===== src/rtl/mem_access.sv =====
// RV32I load/store stage: ALU ops retire next cycle, memory ops run IDLE->REQ(->WAIT) with a bounded wait.
// Results appear as a one-cycle valid_o pulse; ready_o is low while an access is outstanding.
module mem_access #(
  parameter int unsigned TIMEOUT_CYC = 16
) (
  input  logic        clk,
  input  logic        rst,
  input  logic        valid_i,
  output logic        ready_o,
  input  logic [31:0] alu_res_i,
  input  logic [31:0] store_data_i,
  input  logic [2:0]  funct3_i,
  input  logic        mem_rd_i,
  input  logic        mem_wr_i,
  output logic        dmem_req_o,
  output logic        dmem_we_o,
  output logic [31:0] dmem_addr_o,
  output logic [3:0]  dmem_be_o,
  output logic [31:0] dmem_wdata_o,
  input  logic        dmem_gnt_i,
  input  logic        dmem_rvalid_i,
  input  logic [31:0] dmem_rdata_i,
  output logic [31:0] alu_o,
  output logic [31:0] mem_o,
  output logic        valid_o,
  output logic        misalign_o,
  output logic        timeout_o
);

  localparam int unsigned CW = $clog2(TIMEOUT_CYC + 1);

  typedef enum logic [1:0] {IDLE, REQ, WAIT} state_e;

  state_e        state_q, state_d;
  logic [CW-1:0] cnt_q, cnt_d, cnt_inc;
  logic [31:0]   addr_q, addr_d, wdata_q, wdata_d, alu_q, alu_d, mem_q, mem_d;
  logic [3:0]    be_q, be_d;
  logic [2:0]    f3_q, f3_d;
  logic          we_q, we_d, valid_q, valid_d, mis_q, mis_d, tmo_q, tmo_d;
  logic          is_mem, legal, misal, accept, expire;
  logic [31:0]   rd_sh, ld_ext, st_wdata;
  logic [3:0]    st_be;

  assign is_mem = mem_rd_i | mem_wr_i;

  // A simultaneous read and write is handled as a load, so legality follows the load table.
  always_comb begin
    legal = 1'b0;
    if (mem_rd_i) begin
      case (funct3_i)
        3'b000, 3'b001, 3'b010, 3'b100, 3'b101: legal = 1'b1;
        default:                                legal = 1'b0;
      endcase
    end else begin
      case (funct3_i)
        3'b000, 3'b001, 3'b010: legal = 1'b1;
        default:                legal = 1'b0;
      endcase
    end
  end

  always_comb begin
    misal = 1'b0;
    case (funct3_i[1:0])
      2'b01:   misal = alu_res_i[0];
      2'b10:   misal = |alu_res_i[1:0];
      default: misal = 1'b0;
    endcase
  end

  always_comb begin
    st_be    = 4'b1111;
    st_wdata = store_data_i;
    case (funct3_i[1:0])
      2'b00: begin
        st_be    = 4'b0001 << alu_res_i[1:0];
        st_wdata = {4{store_data_i[7:0]}};
      end
      2'b01: begin
        st_be    = 4'b0011 << alu_res_i[1:0];
        st_wdata = {2{store_data_i[15:0]}};
      end
      default: begin
        st_be    = 4'b1111;
        st_wdata = store_data_i;
      end
    endcase
  end

  assign rd_sh = dmem_rdata_i >> {addr_q[1:0], 3'b000};

  always_comb begin
    ld_ext = rd_sh;
    case (f3_q)
      3'b000:  ld_ext = {{24{rd_sh[7]}}, rd_sh[7:0]};
      3'b001:  ld_ext = {{16{rd_sh[15]}}, rd_sh[15:0]};
      3'b100:  ld_ext = {24'b0, rd_sh[7:0]};
      3'b101:  ld_ext = {16'b0, rd_sh[15:0]};
      default: ld_ext = dmem_rdata_i;
    endcase
  end

  assign accept  = (state_q == IDLE) && valid_i && is_mem && legal && !misal;
  assign cnt_inc = cnt_q + CW'(1);
  // A strobe arriving in the final counted cycle still completes the access.
  assign expire  = (cnt_inc == CW'(TIMEOUT_CYC)) &&
                   (((state_q == REQ) && !dmem_gnt_i) || ((state_q == WAIT) && !dmem_rvalid_i));

  always_ff @(posedge clk or negedge rst) begin
    if (!rst) begin
      state_q <= IDLE;
      cnt_q   <= '0;
    end else begin
      state_q <= state_d;
      cnt_q   <= cnt_d;
    end
  end

  always_comb begin
    state_d = state_q;
    cnt_d   = cnt_q;
    case (state_q)
      IDLE: begin
        if (accept) begin
          state_d = REQ;
          cnt_d   = '0;
        end
      end
      REQ: begin
        if (dmem_gnt_i) begin
          state_d = we_q ? IDLE : WAIT;
          cnt_d   = '0;
        end else if (expire) begin
          state_d = IDLE;
          cnt_d   = '0;
        end else begin
          cnt_d = cnt_inc;
        end
      end
      WAIT: begin
        if (dmem_rvalid_i || expire) begin
          state_d = IDLE;
          cnt_d   = '0;
        end else begin
          cnt_d = cnt_inc;
        end
      end
      default: begin
        state_d = IDLE;
        cnt_d   = '0;
      end
    endcase
  end

  always_comb begin
    valid_d = 1'b0;
    mis_d   = 1'b0;
    tmo_d   = 1'b0;
    alu_d   = alu_q;
    mem_d   = mem_q;
    addr_d  = addr_q;
    we_d    = we_q;
    be_d    = be_q;
    wdata_d = wdata_q;
    f3_d    = f3_q;
    case (state_q)
      IDLE: begin
        if (valid_i) begin
          if (!is_mem) begin
            valid_d = 1'b1;
            alu_d   = alu_res_i;
            mem_d   = '0;
          end else if (!legal || misal) begin
            valid_d = 1'b1;
            mis_d   = 1'b1;
            alu_d   = alu_res_i;
            mem_d   = '0;
          end else begin
            addr_d  = alu_res_i;
            we_d    = !mem_rd_i;
            f3_d    = funct3_i;
            be_d    = mem_rd_i ? 4'b0000 : st_be;
            wdata_d = mem_rd_i ? 32'b0 : st_wdata;
          end
        end
      end
      REQ: begin
        if ((dmem_gnt_i && we_q) || expire) begin
          valid_d = 1'b1;
          tmo_d   = expire;
          alu_d   = addr_q;
          mem_d   = '0;
        end
      end
      WAIT: begin
        if (dmem_rvalid_i || expire) begin
          valid_d = 1'b1;
          tmo_d   = expire;
          alu_d   = addr_q;
          mem_d   = dmem_rvalid_i ? ld_ext : 32'b0;
        end
      end
      default: ;
    endcase
  end

  always_ff @(posedge clk or negedge rst) begin
    if (!rst) begin
      valid_q <= 1'b0;
      mis_q   <= 1'b0;
      tmo_q   <= 1'b0;
      alu_q   <= '0;
      mem_q   <= '0;
      addr_q  <= '0;
      we_q    <= 1'b0;
      be_q    <= '0;
      wdata_q <= '0;
      f3_q    <= '0;
    end else begin
      valid_q <= valid_d;
      mis_q   <= mis_d;
      tmo_q   <= tmo_d;
      alu_q   <= alu_d;
      mem_q   <= mem_d;
      addr_q  <= addr_d;
      we_q    <= we_d;
      be_q    <= be_d;
      wdata_q <= wdata_d;
      f3_q    <= f3_d;
    end
  end

  assign ready_o      = (state_q == IDLE);
  assign dmem_req_o   = (state_q == REQ);
  assign dmem_we_o    = we_q;
  assign dmem_addr_o  = {addr_q[31:2], 2'b00};
  assign dmem_be_o    = be_q;
  assign dmem_wdata_o = wdata_q;
  assign alu_o        = alu_q;
  assign mem_o        = mem_q;
  assign valid_o      = valid_q;
  assign misalign_o   = mis_q;
  assign timeout_o    = tmo_q;

endmodule


===== config.mk =====
export PLATFORM = sky130hd
export DESIGN_NAME = mem_access
export DESIGN_NICKNAME = d
export VERILOG_FILES = /design/src/rtl/mem_access.sv
export SDC_FILE = /design/constraint.sdc
export NUM_CORES = 1
export LEC_CHECK = 0
export CAP_MARGIN = 30
export CORE_MARGIN = 4
export CORE_UTILIZATION = 25
export DETAILED_ROUTE_END_ITERATION = 16
export GPL_TIMING_DRIVEN = 0
export PLACE_DENSITY = 0.56
export SETUP_SLACK_MARGIN = 0.1
export SLEW_MARGIN = 0
export SYNTH_ARGS = -nofsm -noshare
export SYNTH_HDL_FRONTEND = slang
export SYNTH_SLANG_ARGS = --single-unit

===== constraint.sdc =====
create_clock -name clk -period 3.8 [get_ports clk]
set_clock_uncertainty 0.2 [all_clocks]
set_input_delay 0.76 -clock clk [delete_from_list [all_inputs] [get_ports clk]]
set_output_delay 0.76 -clock clk [all_outputs]
set_load 0.02 [all_outputs]

==> metrics.yaml, run 1 <==
routing:
  drt-vias-per-instance: 4.590
  num_vias: 6339
  post_drt_wl_per_cell_microns: 18.91
  drtAntennaViolNets: 0
  initialDrtViolationCount: 306
  totalWireLength_mm: 26.12
  drc_errors: 0
  firstDrtPassIters: 5
timing:
  tightest_slew_ns: 0.7383
  slew_violations: 0
  setup-violations-final: 0
  slew_headroom_pct: 50.78
  fmax_ghz: 0.2813
  fin_crit_ns: 3.555
  finalHoldViolCount: 0
  fin_tns_setup_ns: 0
  rsz0062_at_grt: "true"
  timing.final.crit_share_pct: 93.57
floorplan:
  die_h_microns: 186.2
  rows: 64
  die_x_microns: 186.2
  die-area_sq_um: 34660
  initial_utilization_pct: 25.61
  io_pins: 244
  coreArea_sq_um: 30990
finish:
  synthToLayoutAreaGrowth_pct: 45.16
  num_antenna_cells: 0
  fin_nets: 1087
  drive_above_1_share_pct: 21.02
  post-route-util_pct: 37.17
global_routing:
  first_global_vias: 6627
  grt_max_degree: 96
  use_met3_pct: 5.445
  gr-usage-met2_pct: 23.12
  grt_pass1_wl_mm: 39.59
  antenna_found_initial: 1
  grt_usage_pct: 14.84
  grt-ovfl-total: 0
  met1_usage_pct: 19.77
  grt.busiest_layer: "met2"
cts:
  clock_path_buffers: 2
  cts_buffers: 17
  tritoncts: "yes"
  post_cts_buffers: 0
  root_buffer: "clkbuf_16"
  cts.sinks: 146
  hold_buffers: 0
  htree_levels: 4
  clkTransAtPathRegs_ns: 0.07
  insertion_delay_ns: 0.42
setup_path:
  path_max_fanout: 10
  critPathArrivalTime_ns: 3.66
  cp-end-kind: "flop"
  required_ns: 3.90
  r2r_cells: 8
  worstSetupPathType: "input port to flop"
  worst_setup_path_start_kind: "input port"
  reg2reg_slack_ns: 0.78
placed_design:
  place_congestion: 0.8500
  io_buffers: 241
  dp_hpwl_mm: 19.36
pwr:
  p_sw_mw: 3.782
  p_clk_share_pct: 18.4
  vdd_drop_max_mv: 0.3463
  p_int_mw: 6.154
  p_seq_share_pct: 26.2
  leakagePower_nw: 4.878
  power.density_nw_per_um2: 862.6
  swShare_pct: 38.07
  combPwrFrac_pct: 55.4
synth:
  yosysMostFrequentCell: "dfrtp_1"
  synth_compound_area_share_pct: 11.62
  synthSimpleGateAreaFrac_pct: 8.972
  synth_commonest_cells: "146 x dfrtp_1, 74 x mux2_2, 64 x nand2_1, 43 x mux2i_1, 37 x mux2_4"
  synth.distinct_cells: 52
  yosysTopAreaCell: "dfrtp_1"
  syn-cell-area_sq_um: 7935
  ys_ff_latch: 146
  synth_xor_xnor_area_share_pct: 0.1104
  yosys_warnings: 0
  netlist_instances: 710
  synthMuxAreaShare_pct: 23.49
  postSynthAreaPerCell_sq_um: 11.18
  yosys_most_used_dff: "dfrtp_1"
  synth_adder_area_share_pct: 1.419
  synth_top_family_by_area: "multiplexers"
  synth_edf_count: 0
  ys_seq_area_share_pct: 46.04
  async_flop_share_pct: 100.0
  synthTopCellsByArea: "dfrtp_1 46%, mux2_2 11%, mux2_4 7.0%, mux2i_1 5.4%, buf_4 3.0%"
  synth_top_area_share_pct: 46.04
run_status:
  status: "finished clean"
worst_hold_path:
  hold_class: "input port to asynchronous set/reset pin"
flow_run:
  drv_cap: 0
-- routing by layer --
metal / up-vias / part of all wire (%)
met2: 228 / 46
met5: - / 0.042
met1: 3075 / 45
met4: 2 / 1.5
met3: 24 / 8.4
li1: 3010 / -
-- critical path, stage by stage --
cell and delay [ns]:
clkdlybuf4s50_1 0.49, inv_1 0.10, ha_1 0.21, buf_2 0.16
or2_1 0.28, o221ai_2 0.29, o21ai_0 0.17, a2111oi_2 0.41
buf_6 0.27, buf_12 0.19, mux2_4 0.31
-- flip-flops by register name, summed over array words and instances, names as in the netlist --
name and count:
valid_o 1, timeout_o 1, cnt_q 5, mem_o 32
alu_o 32, state_q 2, dmem_be_o 4, dmem_wdata_o 32
f3_q 3, misalign_o 1, addr_q 32, dmem_we_o 1
-- cell type report --
cell class	count	area (sq um)
plain buffers	83	538.0
clock buffers	20	456.7
inverters	34	127.6
flip-flops and latches	146	3654
well taps	396	495.5
multi-input cells	448	3633
fillers	3124	19470
clock inverters	12	168.9
repair buffers	242	2445
-- cell usage in the layout, fill, tap and decap left out, types with 26 or more instances in the layout --
cell / instances
mux2_4: 37
nand2_1: 64
o31ai_1: 26
clkbuf_1: 28
dfrtp_1: 146
inv_1: 32
clkdlybuf4s50_1: 240
mux2_2: 74
mux2i_1: 43
buf_4: 32
o21ai_0: 30
-- power groups by stage --
| stage | Combinational [mW] | Sequential (mW) | Clock (mW) |
|---|---|---|---|
| global placement | 5.53 | 2.61 | 0 |
| global route | 5.92 | 2.69 | 1.96 |
| finish | 5.50 | 2.61 | 1.82 |
| detailed placement | 5.56 | 2.63 | 0 |
| floorplan | 2.99 | 3.07 | 0 |
| CTS | 5.59 | 2.61 | 1.90 |
-- cells by family (layout without fill, tap and decap cells) --
family | count (synthesis) | after routing
muxes | 156 | 156
DFF | 146 | 146
xor gates and xnor gates | 1 | 1
other | 1 | 2
AOI/OAI and AO/OA | 131 | 131
and+or+nand+nor | 149 | 149
adders and majority gates | 9 | 9
buffers and inverters | 117 | 391
-- repair_timing --
action | CTS | global route
endpoints found under the hold margin | 0 | 0
gates resized for setup | 5 | 5
endpoints found under the setup margin | 44 | 104
-- path summary, 6_finish.rpt --
kind | startpoint | end
setup / recovery | funct3_i[0] | alu_o[10]$_DFFE_PN0P_
hold / removal | rst | addr_q[8]$_DFFE_PN0P_
setup reg to reg | cnt_q[0]$_DFFE_PN0P_ | alu_o[10]$_DFFE_PN0P_
hold reg to reg | dmem_be_o[3]$_DFFE_PN0P_ | dmem_be_o[3]$_DFFE_PN0P_
max in group asynchronous | rst | mem_o[15]$_DFFE_PN0P_
min in group clk | dmem_be_o[3]$_DFFE_PN0P_ | dmem_be_o[3]$_DFFE_PN0P_
-- stage by stage --
step	cells	setup slack, ns	instance area, sq um	power (mW)	hold slack (ns)
finish	1381	0.2445	11520	9.936	0.05348
global route	1381	0.06525	11520	10.58	0.05559
floorplan	711	0.6843	7939	6.054	0.2644
global placement	1348	-4.708	10850	8.142	0.2586
detailed placement	1349	-0.7242	10880	8.188	0.2709
CTS	1381	0.1061	11510	10.10	0.05242
Power figures use the tool's default switching activity.
==> inputs of run 2 (changes only) <==
- ABC_CLOCK_PERIOD_IN_PS: default -> 3800
==> results of run 2 <==
Same layout as run 1: the final DEF is identical, and so are final timing and power.
